## src/rtl/cpu_exec_stage_if.sv

```systemverilog
// Bus bundle between the decode/execute stage and its environment
// (program memory, register file, switches/handshake and the output port).
interface cpu_exec_stage_if #(
  parameter int INSTR_WIDTH    = 16,
  parameter int REG_ADDR_WIDTH = 2,
  parameter int BUS_WIDTH      = 8
);
  logic [INSTR_WIDTH-1:0]    instr;
  logic [BUS_WIDTH-1:0]      rd_data_a;
  logic [BUS_WIDTH-1:0]      rd_data_b;
  logic [BUS_WIDTH-1:0]      in_port;
  logic                      ready_in;
  logic [REG_ADDR_WIDTH-1:0] rd_addr_a;
  logic [REG_ADDR_WIDTH-1:0] rd_addr_b;
  logic                      pc_en;
  logic                      we;
  logic [REG_ADDR_WIDTH-1:0] wr_addr;
  logic [BUS_WIDTH-1:0]      wr_data;
  logic [BUS_WIDTH-1:0]      out_port;

  // Execute-stage side
  modport master (
    input  instr, rd_data_a, rd_data_b, in_port, ready_in,
    output rd_addr_a, rd_addr_b, pc_en, we, wr_addr, wr_data, out_port
  );

  // Environment side (program memory, register file, I/O)
  modport slave (
    output instr, rd_data_a, rd_data_b, in_port, ready_in,
    input  rd_addr_a, rd_addr_b, pc_en, we, wr_addr, wr_data, out_port
  );
endinterface

```

## src/rtl/cpu_exec_stage.sv

```systemverilog
// Decode/execute stage of the small 16-bit-instruction CPU.
// Decodes the current instruction, generates the PC enable (WAIT stalls),
// captures operands/control in one pipeline register with write-back
// forwarding, and computes the ALU result one cycle later.
module cpu_exec_stage #(
  parameter int INSTR_WIDTH    = 16,
  parameter int OPCODE_WIDTH   = 3,
  parameter int REG_ADDR_WIDTH = 2,
  parameter int BUS_WIDTH      = 8
) (
  input  logic             clk,
  input  logic             reset,
  cpu_exec_stage_if.master bus
);

  typedef enum logic [OPCODE_WIDTH-1:0] {
    OP_NOP  = 3'b000,
    OP_ADD  = 3'b001,
    OP_LDI  = 3'b010,
    OP_LDSW = 3'b011,
    OP_WAIT = 3'b100,
    OP_MOV  = 3'b101,
    OP_OUT  = 3'b110,
    OP_NOP2 = 3'b111
  } opcode_e;

  // Instruction fields
  logic [INSTR_WIDTH-1:0]    ir;
  opcode_e                   opcode;
  logic [REG_ADDR_WIDTH-1:0] dest;
  logic [REG_ADDR_WIDTH-1:0] src_a;
  logic [REG_ADDR_WIDTH-1:0] src_b;
  logic [BUS_WIDTH-1:0]      imm;
  logic [1:0]                wait_mode;
  logic                      unused_msb;

  // Decode flags
  logic f_add;
  logic f_imm;
  logic f_load;
  logic f_wait;
  logic f_wr;

  // Input sampling
  logic [BUS_WIDTH-1:0] sw_q;
  logic                 rdy_q;
  logic                 pattern;
  logic                 cmp;

  // Pipeline register
  logic [BUS_WIDTH-1:0]      p_imm;
  logic                      p_f_imm;
  logic                      p_f_add;
  logic                      wr_sel;
  logic                      we_q;
  logic [REG_ADDR_WIDTH-1:0] wr_addr_q;
  logic [BUS_WIDTH-1:0]      op_a;
  logic [BUS_WIDTH-1:0]      op_b;

  // Operand selection and results
  logic [BUS_WIDTH-1:0] op_a_d;
  logic [BUS_WIDTH-1:0] op_b_d;
  logic [BUS_WIDTH-1:0] alu_res;
  logic [BUS_WIDTH-1:0] wr_data_i;

  assign ir         = bus.instr;
  assign opcode     = opcode_e'(ir[14:12]);
  assign dest       = ir[11:10];
  assign src_a      = ir[9:8];
  assign src_b      = ir[7:6];
  assign imm        = ir[7:0];
  assign wait_mode  = ir[1:0];
  assign unused_msb = ir[15];

  assign bus.rd_addr_a = src_a;
  assign bus.rd_addr_b = src_b;

  // Opcode decode into datapath control flags
  always_comb begin
    f_add  = 1'b0;
    f_imm  = 1'b0;
    f_load = 1'b0;
    f_wait = 1'b0;
    f_wr   = 1'b0;
    case (opcode)
      OP_ADD: begin
        f_add = 1'b1;
        f_wr  = 1'b1;
      end
      OP_LDI: begin
        f_imm = 1'b1;
        f_wr  = 1'b1;
      end
      OP_LDSW: begin
        f_load = 1'b1;
        f_wr   = 1'b1;
      end
      OP_WAIT: f_wait = 1'b1;
      OP_MOV:  f_wr   = 1'b1;
      default: ;
    endcase
  end

  // Sample switches and ready level; rdy_q resets high so a ready already
  // high at reset release is not mistaken for a rising edge
  always_ff @(posedge clk) begin
    if (reset) begin
      sw_q  <= '0;
      rdy_q <= 1'b1;
    end else begin
      sw_q  <= bus.in_port;
      rdy_q <= bus.ready_in;
    end
  end

  // WAIT stall: mode bit 1 picks edge vs level, bit 0 picks the polarity
  // that releases the stall
  always_comb begin
    pattern   = ~rdy_q & bus.ready_in;
    cmp       = wait_mode[1] ? pattern : bus.ready_in;
    bus.pc_en = ~(f_wait & (cmp ^ wait_mode[0]));
  end

  // Forward the write-back value when the previous instruction writes a
  // register the current instruction reads
  always_comb begin
    op_a_d = bus.rd_data_a;
    op_b_d = bus.rd_data_b;
    if (we_q && (wr_addr_q == src_a)) op_a_d = wr_data_i;
    if (we_q && (wr_addr_q == src_b)) op_b_d = wr_data_i;
  end

  // Pipeline register between decode and execute
  always_ff @(posedge clk) begin
    if (reset) begin
      p_imm     <= '0;
      p_f_imm   <= 1'b1;
      p_f_add   <= 1'b0;
      wr_sel    <= 1'b0;
      we_q      <= 1'b0;
      wr_addr_q <= '0;
      op_a      <= '0;
      op_b      <= '0;
    end else begin
      p_imm     <= imm;
      p_f_imm   <= f_imm;
      p_f_add   <= f_add;
      wr_sel    <= f_load;
      we_q      <= f_wr;
      wr_addr_q <= dest;
      op_a      <= op_a_d;
      op_b      <= op_b_d;
    end
  end

  // ALU: immediate has priority over add, otherwise pass operand A
  always_comb begin
    if (p_f_imm)      alu_res = p_imm;
    else if (p_f_add) alu_res = op_a + op_b;
    else              alu_res = op_a;
    wr_data_i = wr_sel ? sw_q : alu_res;
  end

  assign bus.out_port = alu_res;
  assign bus.wr_data  = wr_data_i;
  assign bus.we       = we_q;
  assign bus.wr_addr  = wr_addr_q;

endmodule

```

## src/flat_wrapper.sv

```systemverilog
// flat-port wrapper written by rule: the top's interface ports become plain ports
module cpu_exec_stage_flat 
#(
  parameter int INSTR_WIDTH    = 16,
  parameter int OPCODE_WIDTH   = 3,
  parameter int REG_ADDR_WIDTH = 2,
  parameter int BUS_WIDTH      = 8
)
  (clk, reset, bus_instr, bus_rd_data_a, bus_rd_data_b, bus_in_port, bus_ready_in, bus_rd_addr_a, bus_rd_addr_b, bus_pc_en, bus_we, bus_wr_addr, bus_wr_data, bus_out_port);
  cpu_exec_stage_if #(.INSTR_WIDTH(INSTR_WIDTH), .REG_ADDR_WIDTH(REG_ADDR_WIDTH), .BUS_WIDTH(BUS_WIDTH)) bus_i ();
  input  logic clk;
  input  logic reset;
  input wire logic [$bits(bus_i.instr)-1:0] bus_instr;
  input wire logic [$bits(bus_i.rd_data_a)-1:0] bus_rd_data_a;
  input wire logic [$bits(bus_i.rd_data_b)-1:0] bus_rd_data_b;
  input wire logic [$bits(bus_i.in_port)-1:0] bus_in_port;
  input wire logic [$bits(bus_i.ready_in)-1:0] bus_ready_in;
  output wire logic [$bits(bus_i.rd_addr_a)-1:0] bus_rd_addr_a;
  output wire logic [$bits(bus_i.rd_addr_b)-1:0] bus_rd_addr_b;
  output wire logic [$bits(bus_i.pc_en)-1:0] bus_pc_en;
  output wire logic [$bits(bus_i.we)-1:0] bus_we;
  output wire logic [$bits(bus_i.wr_addr)-1:0] bus_wr_addr;
  output wire logic [$bits(bus_i.wr_data)-1:0] bus_wr_data;
  output wire logic [$bits(bus_i.out_port)-1:0] bus_out_port;
  assign bus_i.instr = bus_instr;
  assign bus_i.rd_data_a = bus_rd_data_a;
  assign bus_i.rd_data_b = bus_rd_data_b;
  assign bus_i.in_port = bus_in_port;
  assign bus_i.ready_in = bus_ready_in;
  assign bus_rd_addr_a = bus_i.rd_addr_a;
  assign bus_rd_addr_b = bus_i.rd_addr_b;
  assign bus_pc_en = bus_i.pc_en;
  assign bus_we = bus_i.we;
  assign bus_wr_addr = bus_i.wr_addr;
  assign bus_wr_data = bus_i.wr_data;
  assign bus_out_port = bus_i.out_port;
  cpu_exec_stage #(.INSTR_WIDTH(INSTR_WIDTH), .OPCODE_WIDTH(OPCODE_WIDTH), .REG_ADDR_WIDTH(REG_ADDR_WIDTH), .BUS_WIDTH(BUS_WIDTH)) u_core (.clk(clk), .reset(reset), .bus(bus_i));
endmodule
```

## config.mk

```make
export PLATFORM = sky130hd
export DESIGN_NAME = cpu_exec_stage_flat
export DESIGN_NICKNAME = d
export VERILOG_FILES = /design/src/rtl/cpu_exec_stage_if.sv /design/src/rtl/cpu_exec_stage.sv /design/src/flat_wrapper.sv
export SDC_FILE = /design/constraint.sdc
export NUM_CORES = 1
export LEC_CHECK = 0
export ABC_AREA = 1
export CAP_MARGIN = 20
export CORE_UTILIZATION = 49
export CTS_CLUSTER_DIAMETER = 40
export DETAILED_ROUTE_END_ITERATION = 16
export PLACE_DENSITY = 0.86
export SLEW_MARGIN = 20
export SYNTH_ARGS = -nofsm -noshare
export SYNTH_HDL_FRONTEND = slang
export SYNTH_SLANG_ARGS = --single-unit
export TNS_END_PERCENT = 10
```

## constraint.sdc

```tcl
create_clock -name clk -period 3.75 [get_ports clk]
set_input_delay 0.5625 -clock clk [delete_from_list [all_inputs] [get_ports clk]]
set_output_delay 0.5625 -clock clk [all_outputs]
set_load 0.01 [all_outputs]
```

==> results.py <==
metrics = {
    "finish": {
        "drive_gt1_share_pct": 8.046,
        "final_cell_mix": "clkdlybuf4s50_1 (65), nand2_1 (58), inv_1 (44)",
        "final_area_um2": 2745,
        "finalNetCount": 398,
        "mostFrequentLayoutCell": "clkdlybuf4s50_1",
        "syn2layout_area_growth_pct": 36.61,
        "antenna_cells": 0,
    },
    "global_routing": {
        "overflow": 0,
        "grt_usage_pct": 23.76,
        "antenna_found_initial": 0,
        "grt_pass1_vias": 1858,
        "grt_max_degree": 27,
        "grt_pass1_wl_mm": 7.672,
    },
    "cts": {
        "cts_max_level": 2,
        "hold_buffers": 0,
        "cts.path.max_buffers": 2,
        "ctsResizeCount": 0,
        "clkTransAtPathRegs_ns": 0.07,
        "clock_latency_ns": 0.29,
        "cts_tree": "built",
        "clock_sinks": 39,
        "numCtsBuffers": 5,
        "postCtsSetupBuffers": 0,
        "cts_root_buf": "clkbuf_8",
    },
    "power": {
        "intPower_w": 0.0007280,
        "p_switching_w": 0.0002553,
        "seqPwrFrac_pct": 46.1,
        "clockPowerShare_pct": 30.9,
        "power_w": 0.0009834,
        "p_per_area_nw_per_um2": 358.2,
        "comb_power_share_pct": 23.0,
        "leakage_nw": 1.324,
        "switching_share_pct": 25.97,
        "peakVddDrop_mv": 0.3025,
    },
    "setup_path": {
        "r2r_cells": 13,
        "cp_slowest_cell": "clkdlybuf4s50_1",
        "r2r-end": "u_core.op_a[4]$_SDFF_PP0_",
        "reg2reg_setup_slack_ns": 1.74,
        "crit_type": "reg2out",
        "critPathCaptureType": "primary output",
        "r2r_start": "u_core.op_a[0]$_SDFF_PP0_",
        "critPathLaunchType": "flip-flop",
        "crit_chain": "ha_1 -> inv_1 -> fa_1 -> inv_1 -> nand2_1 -> a21oi_1 -> xor2_1 -> nand2_1 -> nand2_1 -> nand3_1 -> nand2_1 -> clkdlybuf4s50_1",
        "critPathMaxFanout": 3,
        "crit_required_ns": 3.19,
        "crit_top_cell": "nand2_1",
        "max_stage_delay_ns": 0.53,
        "cp.arrival_ns": 2.68,
    },
    "sta": {
        "relSlewSlack_pct": 50.66,
        "hold_slack_ns": 0.5879,
        "rsz0062_at_grt": "false",
        "fmax_mhz": 308.4,
        "finalCriticalPeriod_ns": 3.242,
        "drv_slew": 0,
        "tightest_slew_ns": 0.7377,
        "setup_viol": 0,
        "setup_tns_ns": 0,
        "period_share_pct": 86.46,
        "hold_violations": 0,
        "fin_worst_skew_ns": 0.004082,
    },
    "drt": {
        "dr.first_iter.drc_count": 103,
        "wl_per_cell_um": 11.46,
        "drc": 0,
        "viasPerCell": 4.912,
        "via_count": 1945,
        "finalWirelength_mm": 4.540,
        "antenna_left": 0,
        "firstDrtPassIters": 4,
    },
    "floorplanning": {
        "die_h_um": 66.04,
        "dieArea_um2": 4361,
        "fp.dieW_um": 66.04,
        "fp-row-count": 22,
        "design.core.area_um2": 3799,
        "ioPinCount": 67,
        "initial_core_util_pct": 52.90,
    },
    "yosys": {
        "synthArstFlopShare_pct": 0,
        "synth_flop_cell": "dfxtp_1",
        "ys_ff_latch": 39,
        "synth-seq-area-share_pct": 38.85,
        "synth-edff-count": 0,
        "ys_types": 33,
        "synthesis.nets": 338,
        "synth_area_um2": 2009,
        "yosys_warnings": 0,
        "synth_area_per_cell_um2": 7.001,
        "syn_inst": 287,
    },
    "min_path": {
        "hold_path.class": "reg2reg",
        "hold_end": "u_core.op_b[0]$_SDFF_PP0_",
        "hp-start": "u_core.sw_q[0]$_SDFF_PP0_",
        "worstHoldPathCells": 4,
    },
    "run_status": {
        "status": "complete, no violations",
    },
    "placed_design": {
        "gp_congestion": 0.7924,
        "dp_hpwl_mm": 3.587,
        "port_buffers": 65,
        "placedInstanceArea_um2": 2645,
    },
    "run": {
        "maxCapViolations": 0,
    },
}
per-layer routing:
metal	vias to the layer above	GRT usage, %	wire length (µm)
met5	-	0	0
met4	0	8.511	67
met3	7	8.621	318
met2	55	43.24	2269
met1	878	24.79	1885
li1	1005	-	-
cell type report:
type / instances / area, µm²
Clock buffer: 8 / 100.1
Fill cell: 304 / 1054
Inverter: 50 / 187.7
Multi-Input combinational cell: 185 / 958.4
Sequential cell: 39 / 780.7
Tap cell: 48 / 60.06
Timing Repair Buffer: 66 / 658.1
power groups by stage:
stage | logic [W] | registers [W] | clock network, W
floorplan | 0.000125 | 0.000457 | 0
global placement | 0.000221 | 0.000461 | 0
detailed placement | 0.000226 | 0.000462 | 0
CTS | 0.000227 | 0.000453 | 0.000307
global route | 0.000251 | 0.000456 | 0.000323
finish | 0.000226 | 0.000453 | 0.000304
metrics by stage:
stage | worst slack, ns | instances | util (%)
2_1_floorplan | 1.541 | 287 | -
3_3_place_gp | 0.9757 | 388 | 69.63
3_5_place_dp | 0.8672 | 388 | 69.63
4_1_cts | 0.5302 | 396 | 72.27
5_1_grt | 0.3132 | 396 | 72.27
6_report | 0.5076 | 396 | 72.27
worst max-delay path, delay by kind of cell, from the launching register on:
family,cells,cell delay [ns]
AOI/OAI and AO/OA,1,0.17
buffers and inverters,3,0.70
DFF,1,0.35
adders and majority gates,2,0.53
xor gates and xnor gates,1,0.17
and+or+nand+nor,5,0.48
kinds of logic after synthesis:
| kind of cell | Yosys count | synth area share [%] |
|---|---|---|
| compound gates | 44 | 13.26 |
| buf+inv | 63 | 13.45 |
| simple gates | 130 | 27.77 |
| flops | 39 | 38.85 |
| fa+ha+maj | 8 | 5.355 |
| xor+xnor | 3 | 1.308 |
cell usage after synthesis (3+ instances only):
| cell type | count | area [µm²] |
|---|---|---|
| nand2_1 | 58 | 217.7 |
| clkbuf_1 | 3 | 11.26 |
| buf_4 | 6 | 45.04 |
| o21ai_0 | 9 | 45.04 |
| ha_1 | 7 | 87.58 |
| dfxtp_1 | 39 | 780.8 |
| buf_2 | 3 | 15.01 |
| nor3_1 | 3 | 15.01 |
| or2_2 | 6 | 37.54 |
| a21oi_1 | 20 | 100.1 |
| inv_1 | 44 | 165.2 |
| inv_2 | 5 | 18.77 |
| nand3_1 | 18 | 90.09 |
| nor2_1 | 38 | 142.6 |
| o21ai_1 | 3 | 15.01 |
worst max-delay path by stage:
stage | from | endpoint | slack [ns] | cells past startpoint
floorplan | u_core.op_a[0]$_SDFF_PP0_ | bus_out_port[4] | 1.54 | 9
global placement | u_core.op_a[0]$_SDFF_PP0_ | bus_wr_data[4] | 0.98 | 12
detailed placement | u_core.op_a[0]$_SDFF_PP0_ | bus_wr_data[4] | 0.87 | 12
CTS | u_core.op_a[0]$_SDFF_PP0_ | bus_wr_data[4] | 0.53 | 12
global route | u_core.op_a[0]$_SDFF_PP0_ | bus_wr_data[4] | 0.31 | 12
finish | u_core.op_a[0]$_SDFF_PP0_ | bus_wr_data[4] | 0.51 | 12
registers in the layout, summed over array words and instances, names as in the netlist:
register            count
u_core.p_f_add          1
u_core.op_b             8
u_core.wr_sel           1
u_core.p_f_imm          1
u_core.p_imm            8
u_core.rdy_q            1
u_core.sw_q             8
u_core.bus.wr_addr      2
u_core.bus.we           1
u_core.op_a             8
Note: power is estimated with default switching activity, not from simulation.
